File: src/rtl/instr_issue_unit_pkg.sv
// Shared definitions for the instruction issue front-end and the execution FSMs:
// state encoding, opcode constants, done-flag indices and instruction field positions.
package instr_issue_unit_pkg;

  typedef enum logic [2:0] {
    ST_IDLE     = 3'd0,
    ST_FETCH    = 3'd1,
    ST_WAIT_MEM = 3'd2,
    ST_ISSUE    = 3'd3,
    ST_EXEC     = 3'd4,
    ST_HALT     = 3'd5,
    ST_ERROR    = 3'd6
  } state_t;

  // Opcode map; everything from 4'h0 up to OP_ALU_HI is an ALU operation.
  localparam logic [3:0] OP_ALU_HI  = 4'h7;
  localparam logic [3:0] OP_MOVE    = 4'h8;
  localparam logic [3:0] OP_MOVI    = 4'h9;
  localparam logic [3:0] OP_ALUI_LO = 4'hA;
  localparam logic [3:0] OP_ALUI_HI = 4'hC;
  localparam logic [3:0] OP_STORE   = 4'hD;
  localparam logic [3:0] OP_LOAD    = 4'hE;
  localparam logic [3:0] OP_HALT    = 4'hF;

  // Bit positions inside the fsm_done vector.
  localparam logic [2:0] DONE_ALU   = 3'd0;
  localparam logic [2:0] DONE_MOVE  = 3'd1;
  localparam logic [2:0] DONE_ALUI  = 3'd2;
  localparam logic [2:0] DONE_MOVI  = 3'd3;
  localparam logic [2:0] DONE_STORE = 3'd4;
  localparam logic [2:0] DONE_LOAD  = 3'd5;

  // Instruction word layout: opcode | param1 | param2.
  localparam int OPCODE_MSB = 15;
  localparam int OPCODE_LSB = 12;
  localparam int P1_MSB     = 11;
  localparam int P1_LSB     = 6;
  localparam int P2_MSB     = 5;
  localparam int P2_LSB     = 0;

  // Which fsm_done bit retires an instruction of the given opcode.
  function automatic logic [2:0] done_index(input logic [3:0] op);
    logic [2:0] idx;
    idx = DONE_ALU;
    if (op <= OP_ALU_HI)                          idx = DONE_ALU;
    else if (op == OP_MOVE)                       idx = DONE_MOVE;
    else if (op == OP_MOVI)                       idx = DONE_MOVI;
    else if (op >= OP_ALUI_LO && op <= OP_ALUI_HI) idx = DONE_ALUI;
    else if (op == OP_STORE)                      idx = DONE_STORE;
    else if (op == OP_LOAD)                       idx = DONE_LOAD;
    return idx;
  endfunction

endpackage

File: src/rtl/instr_issue_unit_decode.sv
// Combinational split of a 16-bit instruction into its fields plus the index of
// the fsm_done bit that completes it. Shared with the execution FSMs.
module instr_field_decode
  import instr_issue_unit_pkg::*;
(
  input  logic [15:0] instr,
  output logic [3:0]  opcode,
  output logic [5:0]  param1,
  output logic [5:0]  param2,
  output logic [2:0]  done_sel,
  output logic        is_halt
);

  assign opcode = instr[OPCODE_MSB:OPCODE_LSB];
  assign param1 = instr[P1_MSB:P1_LSB];
  assign param2 = instr[P2_MSB:P2_LSB];

  // Class select and halt detection from the opcode field.
  always_comb begin
    done_sel = done_index(opcode);
    is_halt  = (opcode == OP_HALT);
  end

endmodule

File: src/rtl/instr_issue_unit.sv
// Instruction issue front-end: fetch from a 1-cycle-latency memory, decode,
// launch the execution FSM with a one-cycle start code, wait for its done,
// then advance. HALT and execution timeout are terminal until reset.
module instr_issue_unit
  import instr_issue_unit_pkg::*;
#(
  parameter int         ADDR_WIDTH = 8,
  parameter int         TIMEOUT    = 64,
  parameter logic [3:0] START_CODE = 4'b1111
) (
  input  logic                  clock,
  input  logic                  reset,
  input  logic                  run,
  output logic                  instr_rd_en,
  output logic [ADDR_WIDTH-1:0] instr_addr,
  input  logic [15:0]           instr_data,
  output logic [3:0]            opcode,
  output logic [5:0]            param1,
  output logic [5:0]            param2,
  output logic [3:0]            FSM_start,
  input  logic [5:0]            fsm_done,
  output logic [ADDR_WIDTH-1:0] pc,
  output logic [15:0]           retired_count,
  output logic                  busy,
  output logic                  halted,
  output logic                  error
);

  localparam int CNT_W = $clog2(TIMEOUT + 1);

  state_t            state, next_state;
  logic [15:0]       instr_q;
  logic [CNT_W-1:0]  tmo_cnt;
  logic [CNT_W-1:0]  tmo_next;
  logic [2:0]        done_sel;
  logic              is_halt;
  logic              done_hit;
  logic              tmo_hit;
  logic              retire;

  instr_field_decode u_decode (
    .instr    (instr_q),
    .opcode   (opcode),
    .param1   (param1),
    .param2   (param2),
    .done_sel (done_sel),
    .is_halt  (is_halt)
  );

  assign instr_addr = pc;
  assign done_hit   = fsm_done[done_sel];
  assign tmo_next   = tmo_cnt + CNT_W'(1);
  assign tmo_hit    = (tmo_next == CNT_W'(TIMEOUT));
  // A done in the same cycle as the timeout wins.
  assign retire     = (state == ST_EXEC) && done_hit;

  // State register.
  always_ff @(posedge clock) begin
    if (!reset) state <= ST_IDLE;
    else        state <= next_state;
  end

  // Next-state logic and per-state control outputs.
  always_comb begin
    next_state  = state;
    instr_rd_en = 1'b0;
    FSM_start   = 4'b0000;
    busy        = 1'b1;
    case (state)
      ST_IDLE: begin
        busy = 1'b0;
        if (run) next_state = ST_FETCH;
      end
      ST_FETCH: begin
        instr_rd_en = 1'b1;
        next_state  = ST_WAIT_MEM;
      end
      ST_WAIT_MEM: next_state = ST_ISSUE;
      ST_ISSUE: begin
        if (is_halt) begin
          next_state = ST_HALT;
        end else begin
          FSM_start  = START_CODE;
          next_state = ST_EXEC;
        end
      end
      ST_EXEC: begin
        if (done_hit)     next_state = run ? ST_FETCH : ST_IDLE;
        else if (tmo_hit) next_state = ST_ERROR;
      end
      ST_HALT:  busy = 1'b0;
      ST_ERROR: busy = 1'b0;
      default: begin
        busy       = 1'b0;
        next_state = ST_IDLE;
      end
    endcase
  end

  // Instruction latch, timeout counter, PC, retirement count and sticky flags.
  always_ff @(posedge clock) begin
    if (!reset) begin
      instr_q       <= '0;
      tmo_cnt       <= '0;
      pc            <= '0;
      retired_count <= '0;
      halted        <= 1'b0;
      error         <= 1'b0;
    end else begin
      if (state == ST_WAIT_MEM) instr_q <= instr_data;
      if (state == ST_ISSUE)     tmo_cnt <= '0;
      else if (state == ST_EXEC) tmo_cnt <= tmo_next;
      if (retire) begin
        pc <= pc + ADDR_WIDTH'(1);
        if (retired_count != 16'hFFFF) retired_count <= retired_count + 16'd1;
      end
      if (state == ST_ISSUE && is_halt) halted <= 1'b1;
      if (state == ST_EXEC && !done_hit && tmo_hit) error <= 1'b1;
    end
  end

endmodule

File: config.mk
export PLATFORM = sky130hd
export DESIGN_NAME = instr_issue_unit
export DESIGN_NICKNAME = d
export VERILOG_FILES = /design/src/rtl/instr_issue_unit_pkg.sv /design/src/rtl/instr_issue_unit_decode.sv /design/src/rtl/instr_issue_unit.sv
export SDC_FILE = /design/constraint.sdc
export NUM_CORES = 1
export LEC_CHECK = 0
export CAP_MARGIN = 20
export CORE_MARGIN = 2
export CORE_UTILIZATION = 35
export CTS_CLUSTER_DIAMETER = 50
export DETAILED_ROUTE_END_ITERATION = 6
export GPL_TIMING_DRIVEN = 0
export PLACE_DENSITY = 0.58
export SLEW_MARGIN = 20
export SYNTH_ARGS = -nofsm -noshare
export SYNTH_HDL_FRONTEND = slang
export SYNTH_SLANG_ARGS = --single-unit
File: constraint.sdc
create_clock -name clock -period 2.1 [get_ports clock]
set_input_delay 0.63 -clock clock [delete_from_list [all_inputs] [get_ports clock]]
set_output_delay 0.63 -clock clock [all_outputs]
set_load 0.1 [all_outputs]
==> out/metrics.csv, run 1 <==
stage,metric,value,unit
drt,drt initial violations,46,
setup_path,Critical Path Fanout Max,10,
setup_path,r2r setup slk,30,ps
cells_and_area,fillers,704,
clock_tree,CTS buffer count,5,
die,Ports,81,
cells_and_area,Layout Cells excl Fill,543,
place,Cells after DPL,514,
global_routing,first-pass GRT wire length,12.8,mm
worst_hold_path,Hold Crit Start,instr_q[11]$_SDFFE_PN0P_,
global_routing,largest net degree at the start of global routing,17,
drt,wire per inst,14.5,um
cells_and_area,Antenna Diode Count,0,
global_routing,Tot GR Track Use,0.185,
timing,Slew HR,0.496,
synth,syn nets,360,
synth,cell taking the most area after synthesis,dfxtp_1,
clock_tree,hold-fix buffers at CTS,0,
clock_tree,CTS Buffer Depth,2,
timing,Final setup viols,0,
drt,DRT Pass-1 Iters,4,
synth,"EDFF count, synth",0,
drt,vias per cell,5.13,
place,number of port buffers,80,
cells_and_area,"commonest non-fill, non-tap cell in the layout",nand2_1,
die,initial core utilization,0.355,
setup_path,element type at the critical path start,flip-flop,
timing,Worst-Margin Slew,756,ps
die,die height,91.9,um
cells_and_area,fin util,0.567,
clock_tree,H-tree levels,2,
outcome,outcome,finished clean,
cells_and_area,most frequent cells in the layout,"nand2_1, clkdlybuf4s15_2, buf_4, dfxtp_1, a21oi_1",
clock_tree,Worst-path clk slew,100,ps
clock_tree,CTS tree,done,
timing,Setup TNS Final,0,ps
place,Final HPWL DP,5.36,mm
place,pre-CTS setup slack,-865,ps
power,Pleak,1.50,nW
worst_hold_path,hold path depth,2,
setup_path,crit path DAT,1460,ps
clock_tree,# clock sinks,52,
setup_path,Worst setup EP type,output pin,
timing,unrepaired setup endpoints after global routing,true,
synth,ys async rst share,0,
power,Max rail drop VDD,0.228,mV
synth,Post-Syn Area per Cell,8.14,um^2
worst_hold_path,Hold Path End,instr_q[11]$_SDFFE_PN0P_,
synth,Yosys top cell area share,0.385,
timing,final setup skew,6.13,ps
synth,register area share after synthesis,0.385,
worst_hold_path,worst min path class,flip-flop to flip-flop,
cells_and_area,Layout area overhead,59.6,%
timing,Setup WS post-layout,14.1,ps
setup_path,WP data required,1470,ps
global_routing,initial antenna violation count,0,
drt,Routed WL,7.87,mm
timing,Fin. Hold Viols,0,
synth,Synth Cell Area,2700,um^2
setup_path,FF-to-FF path depth,8,
global_routing,global route total overflow,0,
drt,Antenna Nets Post-Route,0,
drt,DRC,0,
die,die area,8440,um^2
synth,YS warnings,0,
setup_path,WS Path Type,flip-flop to output pin,
power,power per cell area,473,nW/um^2
die,Std-Cell Rows,32,
synth,synth top area cells,"dfxtp_1, nand2_1, a21oi_1, buf_4, o31ai_1",
timing,Max Clk Rate,479,MHz
synth,#FFs+latches synth,52,
synth,Most used DFF post-synth,dfxtp_1,
clock_tree,clock latency on the worst-skew pair,310,ps
die,Die Span X,91.9,um
timing,Pins Over Slew Limit,0,
place,Final GP Congestion,0.842,
flow_run,MaxCap Viol Count,0,
die,Core Area,7610,um^2
cells_and_area,share of post-route cells with drive strength above 1,0.401,
timing,period utilization,0.993,
clock_tree,clk root buf,clkbuf_8,
cells_and_area,final net count,468,
timing,crit path time final,2090,ps
setup_path,worst r2r src,state[0]$_SDFFE_PN0P_,
drt,routed via count,2787,
cells_and_area,"Design Area, Final",4320,um^2
global_routing,vias in the first global route,2687,
place,dpl cell area,3750,um^2
synth,Post-Synthesis Cells,332,
setup_path,FF-to-FF End,retired_count[9]$_SDFFE_PN0P_,
synth,Netlist cell types,43,
## cell families after synthesis
kind of cell	Yosys count	share of synthesized area
flops	52	0.385
simple gates	147	0.288
fa+ha+maj	3	0.0139
buf+inv	45	0.0916
compound gates	70	0.168
xor+xnor	6	0.0194
mux	9	0.0338
## how the worst max path moves through the flow
stage / startpoint / endpoint / slack (ps) / cells after the start
after CTS: instr_q[12]$_SDFFE_PN0P_ / FSM_start[1] / -30 / 5
after global placement: state[0]$_SDFFE_PN0P_ / FSM_start[1] / -860 / 5
after floorplan: instr_q[13]$_SDFFE_PN0P_ / FSM_start[1] / -170 / 4
final: state[0]$_SDFFE_PN0P_ / FSM_start[3] / 10 / 5
after detailed placement: state[0]$_SDFFE_PN0P_ / FSM_start[1] / -870 / 5
after global routing: state[1]$_SDFFE_PN0P_ / FSM_start[3] / -60 / 5
## repair_timing
action,4_1_cts,5_1_grt
pin swaps,10,21
cloned,1,1
setup buffers,10,12
gates resized for setup,231,45
endpoints found under the setup margin,82,35
## metrics by stage
| step | hold slack [ps] | total power [W] |
|---|---|---|
| final | 458 | 0.00204 |
| after global placement | 442 | 0.00142 |
| after detailed placement | 447 | 0.00142 |
| after floorplan | 466 | 0.00129 |
| after CTS | 461 | 0.00204 |
| after global routing | 487 | 0.00214 |
## synth_stat cells (all sizes together) (5+ instances only)
| master | number |
|---|---|
| dfxtp | 52 |
| nand3 | 13 |
| nor2 | 14 |
| inv | 12 |
| buf | 20 |
| clkbuf | 13 |
| or3 | 6 |
| o31ai | 14 |
| a21oi | 36 |
| o21ai | 8 |
| or4 | 12 |
| nand2 | 57 |
| mux2i | 8 |
| nand4 | 11 |
| nand2b | 7 |
| o311a | 5 |
## layout make-up
class                           count  area, um^2  area share
Tap cell                          102         128      0.0296
Sequential cell                    52        1080       0.251
Clock buffer                        5        68.8      0.0159
Inverter                           12        50.0      0.0116
Buffer                             30         273      0.0632
Clock inverter                      3        18.8     0.00435
Multi-Input combinational cell    235        1600       0.371
Timing Repair Buffer              104        1090       0.253
## registers in the layout, indices dropped and copies added (netlist names)
| register | count |
|---|---|
| instr_q | 16 |
| retired_count | 16 |
| instr_addr | 8 |
| tmo_cnt | 7 |
| state | 3 |
| error | 1 |
| halted | 1 |
## power by group
group | internal [W] | switching (W)
clock network | 0.000234 | 0.000348
logic | 0.000170 | 0.000280
registers | 0.000998 | 0.0000138
## worst max-delay path: stages (launching register included)
cell and delay, ps:
dfxtp_2 370, buf_8 140, nand3_4 90, nor2b_4 250, buf_12 140, buf_12 160
## metal layers
layer	up-vias	part of all wire	track usage
met5	-	0	0
met4	0	0.011	0.0485
met2	81	0.48	0.314
li1	1386	-	-
met1	1311	0.45	0.234
met3	9	0.062	0.0468
No activity file was read; power rests on OpenSTA's default activity.
==> run 2, diff against run 1 <==
- CORE_UTILIZATION: 35 -> 25
- PLACE_DENSITY: 0.58 -> 0.44
==> out/metrics.csv, run 2 (synthesis results as in run 1) <==
stage,metric,value,unit,change
outcome,outcome,finished clean,,
setup_path,CP dominant cell by count,buf_12,,
setup_path,Worst setup EP type,output pin,,
timing,Worst-Margin Slew,594,ps,-162 ps
die,initial core utilization,0.260,,-0.0958
drt,vias per cell,4.83,,-5.8%
setup_path,WP data required,1470,ps,about the same
timing,final setup skew,13.1,ps,+6.93 ps
setup_path,CP max stage cell,dfxtp_2,,
power,Pleak,1.50,nW,+0.22%
drt,routed via count,2765,,-0.79%
die,Std-Cell Rows,37,,+16%
timing,Setup TNS Final,0,ps,unchanged
power,power per cell area,484,nW/um^2,+2.4%
setup_path,Top delay family on crit path,buffers and inverters,,
clock_tree,hold-fix buffers at CTS,0,,unchanged
drt,Antenna Nets Post-Route,0,,unchanged
cells_and_area,final net count,463,,-1.1%
setup_path,crit path DAT,1450,ps,about the same
cells_and_area,fillers,1092,,+55%
power,clock share of power,0.288,,+0.004
drt,drt initial violations,106,,+130%
die,Die Span X,108,um,+18%
global_routing,global route total overflow,0,,unchanged
timing,Fin Hold WS,464,ps,+6.16 ps
power,logic gate share of total power,0.221,,about the same
setup_path,WS Path Type,flip-flop to output pin,,
die,die height,108,um,+18%
die,die area,11700,um^2,+38%
place,pre-CTS setup slack,-896,ps,-30.9 ps
power,Pint,0.00141,W,+0.73%
power,sequential share of power,0.491,,-0.004
place,number of port buffers,80,,unchanged
timing,Fin. Hold Viols,0,,unchanged
place,Final GP Congestion,0.781,,-7.3%
clock_tree,CTS buffer count,5,,unchanged
global_routing,largest net degree at the start of global routing,20,,+3
global_routing,Tot GR Track Use,0.145,,-0.0397
global_routing,vias in the first global route,2625,,-2.3%
clock_tree,H-tree levels,2,,unchanged
global_routing,initial antenna violation count,0,,unchanged
timing,Final setup viols,0,,unchanged
place,Cells after DPL,548,,+6.6%
timing,unrepaired setup endpoints after global routing,true,,
power,Max rail drop VDD,0.279,mV,+22%
drt,wire per inst,14.6,um,+0.90%
power,Design Power,0.00206,W,+0.91%
setup_path,element type at the critical path start,flip-flop,,
setup_path,r2r setup slk,70,ps,+40 ps
cells_and_area,most frequent cells in the layout,"nand2_1, clkdlybuf4s15_2, a21oi_1",,
cells_and_area,Layout area overhead,57.3,%,
setup_path,CP Cell Sequence,buf_8 > nand3_4 > nor2b_4 > buf_12 > buf_12,,
timing,Max Clk Rate,480,MHz,+0.13%
timing,Pins Over Slew Limit,0,,unchanged
clock_tree,clk root buf,clkbuf_8,,
global_routing,first-pass GRT wire length,13.5,mm,+5.1%
drt,Routed WL,8.37,mm,+6.3%
clock_tree,# clock sinks,52,,unchanged
cells_and_area,Antenna Diode Count,0,,unchanged
drt,DRC,0,,unchanged
timing,Slew HR,0.604,,+0.108
clock_tree,clock latency on the worst-skew pair,310,ps,about the same
cells_and_area,Layout Cells excl Fill,572,,+5.3%
clock_tree,CTS Buffer Depth,2,,unchanged
die,Core Area,10400,um^2,+37%
die,Ports,81,,unchanged
clock_tree,Worst-path clk slew,100,ps,about the same
cells_and_area,share of post-route cells with drive strength above 1,0.349,,-0.0527
power,Sw Pwr,0.000649,W,+1.3%
setup_path,biggest cell delay along the critical path,360,ps,about the same
timing,Setup WS post-layout,16.7,ps,+2.63 ps
timing,crit path time final,2080,ps,-2.63 ps
flow_run,MaxCap Viol Count,0,,unchanged
cells_and_area,"commonest non-fill, non-tap cell in the layout",nand2_1,,
setup_path,Critical Path Fanout Max,7,,-3
worst_hold_path,worst min path class,flip-flop to flip-flop,,
power,Sw Ratio,0.315,,+0.00124
place,Final HPWL DP,5.78,mm,+7.8%
drt,DRT Pass-1 Iters,4,,unchanged
setup_path,Critical path buffers and inverters,3,,unchanged
timing,period utilization,0.992,,-0.00125
clock_tree,CTS tree,done,,
## run 2: cell types whose count changed in the layout (fill, tap and decap cells not counted), sizes merged
cell           before  now
clkbuf             16   15
clkdlybuf4s15      48   47
clkinv              3    2
dlygate4sd2         5    1
inv                12   13
clkdlybuf4s50      19   18
dlymetal6s2s        0    5
buf                51   48
## run 2: routing by layer
metal	vias up	GRT usage	wire length, um	share of wire
met5	-	0	0	0
met2	83	0.243	3830	0.46
met4	0	0.0293	51	0.0061
li1	1375	-	-	-
met3	4	0.0422	573	0.068
met1	1303	0.187	3920	0.47
## run 2: cell type report
type                    count  area [um^2]  area share
clock buffers               5         68.8      0.0162
clock inverters             3         17.5     0.00412
repair buffers            102         1110       0.262
plain buffers              27          250      0.0588
multi-input cells         235         1500       0.352
flip-flops and latches     52         1090       0.255
inverters                  12         50.0      0.0118
well taps                 136          170      0.0400
## run 2: path summary, 6_finish.rpt
kind                                 start                         end  depth (start not counted)
hold reg to reg   instr_q[11]$_SDFFE_PN0P_    instr_q[11]$_SDFFE_PN0P_                          2
hold / removal    instr_q[11]$_SDFFE_PN0P_    instr_q[11]$_SDFFE_PN0P_                          2
setup reg to reg  instr_q[12]$_SDFFE_PN0P_  instr_addr[3]$_SDFFE_PN0P_                          8
setup / recovery     state[1]$_SDFFE_PN0P_                FSM_start[2]                          5
## run 2: power groups by stage
stage	logic, W	clock network, W	registers [W]
3_3_place_gp	0.000391	0	0.00103
3_5_place_dp	0.000392	0	0.00103
5_1_grt	0.000482	0.000651	0.00102
4_1_cts	0.000416	0.000624	0.00101
6_report	0.000455	0.000593	0.00101
2_1_floorplan	0.000174	0	0.00112
## run 2: worst register-to-register path: cells and delay by family, from the launching register on
kind / cells / cell delay [ps]
AND/OR/NAND/NOR: 2 / 660
buffers and inverters: 3 / 420
AO/OA/AOI/OAI: 3 / 520
flip-flops: 1 / 370
## run 2: what timing repair did
action / in CTS / in global routing
gates cloned: 0 / 2
endpoints found under the hold margin: 0 / 0
resized for setup: 225 / 26
endpoints found under the setup margin: 83 / 44
pin swaps: 7 / 12
buffers inserted: 10 / 10
## run 2: through the flow
step	instance area (um^2)	util
2_1_floorplan	2820	-
3_3_place_gp	3790	0.364
3_5_place_dp	3790	0.364
4_1_cts	4110	0.395
5_1_grt	4250	0.408
6_report	4250	0.408
